### src/rtl/instruction_loader.sv
// instruction_loader
//   Assembles a program received one byte at a time (big-endian, first byte
//   into bits 31:24) into instruction words and writes each complete word to
//   instruction memory with a one-cycle strobe. A load ends when the halt
//   word is written or when memory is full.
//
// Ports
//   i_clk                 clock, rising edge
//   i_reset               synchronous reset, active low
//   i_start               load request (honoured in IDLE and DONE)
//   i_rx_data/i_rx_valid  incoming program byte, one per valid cycle
//   o_instruction_address byte address of the word being written
//   o_instruction         assembled word
//   o_flag_write_intruc   one-cycle memory write strobe
//   o_busy / o_done       high in RECV / DONE
//   o_full                load ended on capacity, not on the halt word
//   o_word_count          words written in the current or last load
module instruction_loader #(
  parameter int                   BITS_SIZE  = 32,
  parameter int                   SIZE_TOTAL = 256,
  parameter logic [BITS_SIZE-1:0] HALT_WORD  = 32'hFFFFFFFF
) (
  input  logic                 i_clk,
  input  logic                 i_reset,
  input  logic                 i_start,
  input  logic [7:0]           i_rx_data,
  input  logic                 i_rx_valid,
  output logic [BITS_SIZE-1:0] o_instruction_address,
  output logic [BITS_SIZE-1:0] o_instruction,
  output logic                 o_flag_write_intruc,
  output logic                 o_busy,
  output logic                 o_done,
  output logic                 o_full,
  output logic [7:0]           o_word_count
);

  localparam int WORDS = SIZE_TOTAL / 4;

  typedef enum logic [1:0] {IDLE, RECV, DONE} state_t;

  state_t               state, state_next;
  logic [1:0]           byte_cnt;
  logic [23:0]          word_buf;   // up to three bytes of a partial word
  logic [7:0]           word_count;
  logic                 start_load, accept, last_byte, is_halt, at_cap;
  logic [BITS_SIZE-1:0] assembled;

  assign start_load = i_start && (state == IDLE || state == DONE);
  assign accept     = (state == RECV) && i_rx_valid;
  assign last_byte  = accept && (byte_cnt == 2'd3);
  assign assembled  = BITS_SIZE'({word_buf, i_rx_data});
  assign is_halt    = (assembled == HALT_WORD);
  assign at_cap     = (word_count == 8'(WORDS - 1));

  assign o_word_count = word_count;

  always_ff @(posedge i_clk) begin
    if (!i_reset) state <= IDLE;
    else          state <= state_next;
  end

  always_comb begin
    state_next = state;
    case (state)
      IDLE, DONE: if (i_start) state_next = RECV;
      RECV:       if (last_byte && (is_halt || at_cap)) state_next = DONE;
      default:    state_next = IDLE;
    endcase
  end

  always_ff @(posedge i_clk) begin
    if (!i_reset) begin
      o_instruction         <= '0;
      o_instruction_address <= '0;
      o_flag_write_intruc   <= 1'b0;
      o_busy                <= 1'b0;
      o_done                <= 1'b0;
      o_full                <= 1'b0;
      word_count            <= '0;
      byte_cnt              <= '0;
      word_buf              <= '0;
    end else begin
      // Status flags follow the next state so they line up with the state.
      o_busy              <= (state_next == RECV);
      o_done              <= (state_next == DONE);
      o_flag_write_intruc <= 1'b0;
      if (start_load) begin
        byte_cnt              <= '0;
        word_buf              <= '0;
        word_count            <= '0;
        o_full                <= 1'b0;
        o_instruction_address <= '0;
      end else if (last_byte) begin
        o_instruction         <= assembled;
        o_instruction_address <= BITS_SIZE'({word_count, 2'b00});
        o_flag_write_intruc   <= 1'b1;
        word_count            <= word_count + 8'd1;
        byte_cnt              <= '0;
        // The halt word wins over capacity when both coincide.
        if (at_cap && !is_halt) o_full <= 1'b1;
      end else if (accept) begin
        word_buf <= {word_buf[15:0], i_rx_data};
        byte_cnt <= byte_cnt + 2'd1;
      end
    end
  end

endmodule

### config.mk
export PLATFORM = sky130hd
export DESIGN_NAME = instruction_loader
export DESIGN_NICKNAME = d
export VERILOG_FILES = /design/src/rtl/instruction_loader.sv
export SDC_FILE = /design/constraint.sdc
export NUM_CORES = 1
export LEC_CHECK = 0
export ABC_AREA = 1
export BUFFER_PORTS_ARGS = -buffer_cell sky130_fd_sc_hd__buf_2
export CORE_MARGIN = 3
export CORE_UTILIZATION = 40
export DETAILED_ROUTE_END_ITERATION = 8
export PLACE_DENSITY = 0.7
export SYNTH_ARGS = -nofsm -noshare
export SYNTH_HDL_FRONTEND = slang
export SYNTH_SLANG_ARGS = --single-unit
### constraint.sdc
create_clock -name i_clk -period 3.7 [get_ports i_clk]
set_input_delay 0.185 -clock i_clk [delete_from_list [all_inputs] [get_ports i_clk]]
set_output_delay 0.185 -clock i_clk [all_outputs]
set_load 0.01 [all_outputs]
# Yosys cells after proc, flatten, opt, wreduce, memory -nomap -nowiden
# Index checks and enable logic that the tools add are counted.
# op_classes
n_addsub,2
mul,0
n_div,0
n_lt_le_gt_ge,0
n_eq_ne,7
shift,0
mux,4
n_bitwise,3
n_reduce_logical,15
# ops
cell,n
"32-bit equality test, second input constant",1
"8-bit by 1-bit adder with 8-bit output, second input constant",1
"8-bit by 6-bit equality test with 1-bit output, second input constant",1
"2-bit equality test, second input constant",3
2-bit AND reduction,3
1-bit logical AND,5
"2-bit by 1-bit equality test with 1-bit output, second input constant",2
2-bit two-way mux,2
2-bit one-hot mux with 2 select lines,1
2-bit OR reduction,2
1-bit NOT,3
3-bit OR reduction,1
"2-bit by 1-bit adder with 2-bit output, second input constant",1
2-bit logical NOT,1
1-bit logical OR,2
1-bit logical NOT,1
1-bit two-way mux,1
# totals
regBits,80
latch_bits,0
ram_bits,0
rom_bits,0
output_inout_bits,76
n_memories,0

# Depth between registers and ports, before layout
# logic_depth
word_depth,7
ltp_mapped,8

# Least setup slack after synthesis
# OpenSTA, ideal clock, no wires.
# synth_timing
path_type,reg-to-reg
from,register byte_cnt[0]
to,"register word_count[5], in the netlist o_word_count[5]"
setup_ns,0.070
arrival_time_ns,1.243
t_required_ns,3.630
path_slack_ns,2.387
path_stages_with_launch,7
path_buffers,2
synth_period_minus_slack_ns,1.313
path_cell_list,dfxtp_1 ha_1 nand3_4 buf_2 buf_2 nand2_1 a21oi_1
# synth_via
elab_chain_cells,2
# synth_lines
element,line,source
from (decl),42,logic [1:0] byte_cnt;
from (signal assigned),103,byte_cnt <= byte_cnt + 2'd1;
2-bit equality test,50,assign last_byte = accept && (byte_cnt == 2'd3);
1-bit logical AND,50,
to (signal assigned),97,word_count <= word_count + 8'd1;
to (decl),44,logic [7:0] word_count;
# Every way passes these cells.
# A chain may end at the register's enable or synchronous reset.

# Worst setup path in the final report
# layout_timing
from,register byte_cnt[0]
to,register state[0]
# layout_via
elab_chain_cells,5
# layout_lines
element,line,source
2-bit equality test,50,
1-bit logical AND,50,
1-bit logical AND,66,RECV: if (last_byte && (is_halt || at_cap)) state_next = DONE;
2-bit two-way mux,66,
2-bit one-hot mux with 2 select lines,64,case (state)
to (signal assigned),59,else state <= state_next;
to (decl),41,"state_t state, state_next;"
# Every way passes these cells.

==> results.md <==
* Maxcap violations at 0
* Via/cell ratio at 4.80
* Share of cells above drive strength 1 at between 10% and 20%
* Final Setup Violations at 0
* PortBufs at 63
* CTS tree: yes
* Slew HR at 52.8%
* FMAX at 445 MHz
* Post-route worst setup slack at 1450 ps
* Worst-skew pair later-pin latency at 350 ps
* I/O pin count at 88
* Sequential share of the synthesized area at about half
* Die Wd at 95.0 um
* Synth top area cells: dfxtp_1 51%, nand2_1 12%, nor2_1 7.8%
* Most frequent CP cell: nand3_1
* LEAKAGE at 1.59 nW
* Primary FF master, synth: dfxtp_1
* Clock Tree Buf Depth at 2
* Most instantiated cells after synthesis: 103 x nand2_1, 80 x dfxtp_1, 66 x nor2_1
* Area Growth Syn to Fin at 16.1%
* Gr ovfl total at 0
* CTS root buffer: clkbuf_8
* Clock sink total at 80
* # DRC at 0
* Antenna violations before repair at 0
* Tot Pwr at 1.72 mW
* Status: complete, no violations
* Tot GR Track Use at 16.9%
* Final hold viol count at 0
* Detailed Routing Iterations Pass 1 at 4
* CTS buffer count at 9
* Max Transition Viols Final at 0
* Core area at 7490 um2
* WL per Instance at ~12 um
* Switching power at 0.368 mW
* Post-synth EDFFs at 0
* Combinational Power Share at 4.3%
* Vias in the first global route at about 2.7k
* Post-synth top area share at 50.5%
* CP max FO at 52
* Synth area leader: dfxtp_1
* Critical path class: flop to flop
* Pint at between 1 and 1.5 mW
* CP Cell Sequence: ha_1 > nand3_4 > inv_2 > nand3_1 > nand3_1 > a21oi_1
* Part of the power in the clock network at 44.4%
* Via count at 2762
* Most frequent cell after synthesis: nand2_1
* First-pass GRT wire length at 12100 um
* Placed cells at 561
* CP startpoint kind: flop
* Worst Path Required at 3920 ps
* Detail Route Antenna Nets at 0
* Mapped cell area at 3170 um2
* Worst vdd ir at 0.302 mV
* Power Density at 468 nW/um2
* Largest net degree at the start of global routing at 53
* Ys async rst share at 0%
* Die Span Y at about 95 um
* Final cycle utilization of the critical path at 60.7%
* Yosys warns at 0
* Slowest-stage cell, CP: inv_2
* Yosys reg bits at 80
* RSZ-0062 raised after global routing: no
* Worst Max-Slew Pin Slew at 707 ps
* Synth cell types at 25
* GP Congestion at 0.732
* CP arrival at 2460 ps
* Syn_area_per_cell at about 7.6 um2
* Sw Share at 21.4%
* Synth Instances at 417
* H-tree levels at 3
* CP peak stage delay at 650 ps
* Post-place setup slack at 1430 ps
* Finished Layout Cells at 576
* Die ar. at 9030 um2
* Num rows at 31
* Clk pin slew, worst setup/hold paths at approximately 70 ps
* Final core area utilization at 49.1%
* HPWL Detailed at 4920 um
* Crit. End Element: flop
* Detailed Route Iter0 Violations at approximately 170
* Final setup TNS at 0 ps
* Final clock skew at approximately 11 ps
* Sequential power share at 51.4%
* # diodes at 0
* Final nets at 487
* WL final at 7120 um
* Post-CTS Setup Repair Bufs at 0
* Gates resized, CTS repair at 0
* Hold crit path type: input pin to flop
* Initial core utilization at a little over two fifths
* Final worst path period need at ~2200 ps
* Cts hold-fix bufs at 0
==> final timing paths <==
check / startpoint / to / slack [ps] / cells past startpoint
worst min register to register: o_instruction[30] / o_instruction[30] / 460 / 2
worst max register to register: byte_cnt[0] / state[0] / 1450 / 6
worst max-delay path: byte_cnt[0] / state[0] / 1450 / 6
worst min-delay path: i_rx_data[0] / word_buf[0] / 110 / 3
==> placed cells by master, fill, tap and decap left out <==
cell type,n
nand3_4,1
o211ai_1,1
clkbuf_1,2
nand2_2,2
nand2_1,103
nor4_1,1
dfxtp_1,80
o21ai_0,31
nor2_2,1
a21oi_1,43
nor2_4,2
clkbuf_8,10
nor2_1,66
a31oi_1,1
inv_1,13
bufinv_16,3
nor3_1,6
inv_2,2
conb_1,24
o21ai_1,2
buf_2,63
ha_1,2
nor3_2,1
buf_4,1
xor2_1,3
nand3_1,12
clkinv_1,1
==> flip-flops by register name, summed over array words and instances (netlist names) <==
register and cells:
word_buf 24, o_busy 1, o_word_count 8, o_instruction 32
state 2, o_done 1, byte_cnt 2, o_instruction_address 8
o_flag_write_intruc 1, o_full 1
==> power by group through the flow <==
| stage | Sequential (mW) | Combinational, mW | Clock [mW] |
|---|---|---|---|
| after floorplan | 0.901 | 0.0709 | 0 |
| after global placement | 0.904 | 0.0707 | 0 |
| after detailed placement | 0.905 | 0.0727 | 0 |
| after CTS | 0.884 | 0.0733 | 0.775 |
| after global routing | 0.886 | 0.0852 | 0.810 |
| final | 0.885 | 0.0734 | 0.765 |
==> stage by stage <==
step / cell area (um2) / hold WS, ps
3_5_place_dp: 3440 / 455
4_1_cts: 3680 / 95.8
3_3_place_gp: 3440 / 447
6_report: 3680 / 110
5_1_grt: 3680 / 124
2_1_floorplan: 3260 / 320
==> area by class of cell <==
type / count / area [um2]
timing repair buffer: 64 / 323
sequential: 80 / 1600
inverter: 16 / 60.1
clock buffer: 12 / 145
multi-input combinational: 302 / 1340
clock inverter: 3 / 90.1
fill: 740 / 3810
tap: 99 / 124
==> worst max-delay path: cells and delay by family (launching register included) <==
kind,cells,cell delay (ps)
adders and majority gates,1,270
DFF,1,350
AOI/OAI and AO/OA,1,70
and+or+nand+nor,3,760
buffers and inverters,1,650
==> metal layers <==
layer	track usage, %	share of wire [%]	up-vias
li1	-	-	1400
met1	21.4	46	1261
met2	27.9	46	87
met3	3.08	6.0	14
met4	8.17	1.9	0
met5	0	0	-
==> kinds of logic (layout without fill, tap and decap cells) <==
| family | count (synthesis) | in the layout | share of synthesized area (%) |
|---|---|---|---|
| and+or+nand+nor | 195 | 195 | 25.2 |
| DFF | 80 | 80 | 50.5 |
| AOI/OAI and AO/OA | 78 | 78 | 12.4 |
| buffers and inverters | 58 | 95 | 10.1 |
| xor gates and xnor gates | 3 | 3 | 0.829 |
| adders and majority gates | 2 | 2 | 0.789 |
| other | 1 | 24 | 0.118 |
Power figures use the tool's default switching activity.
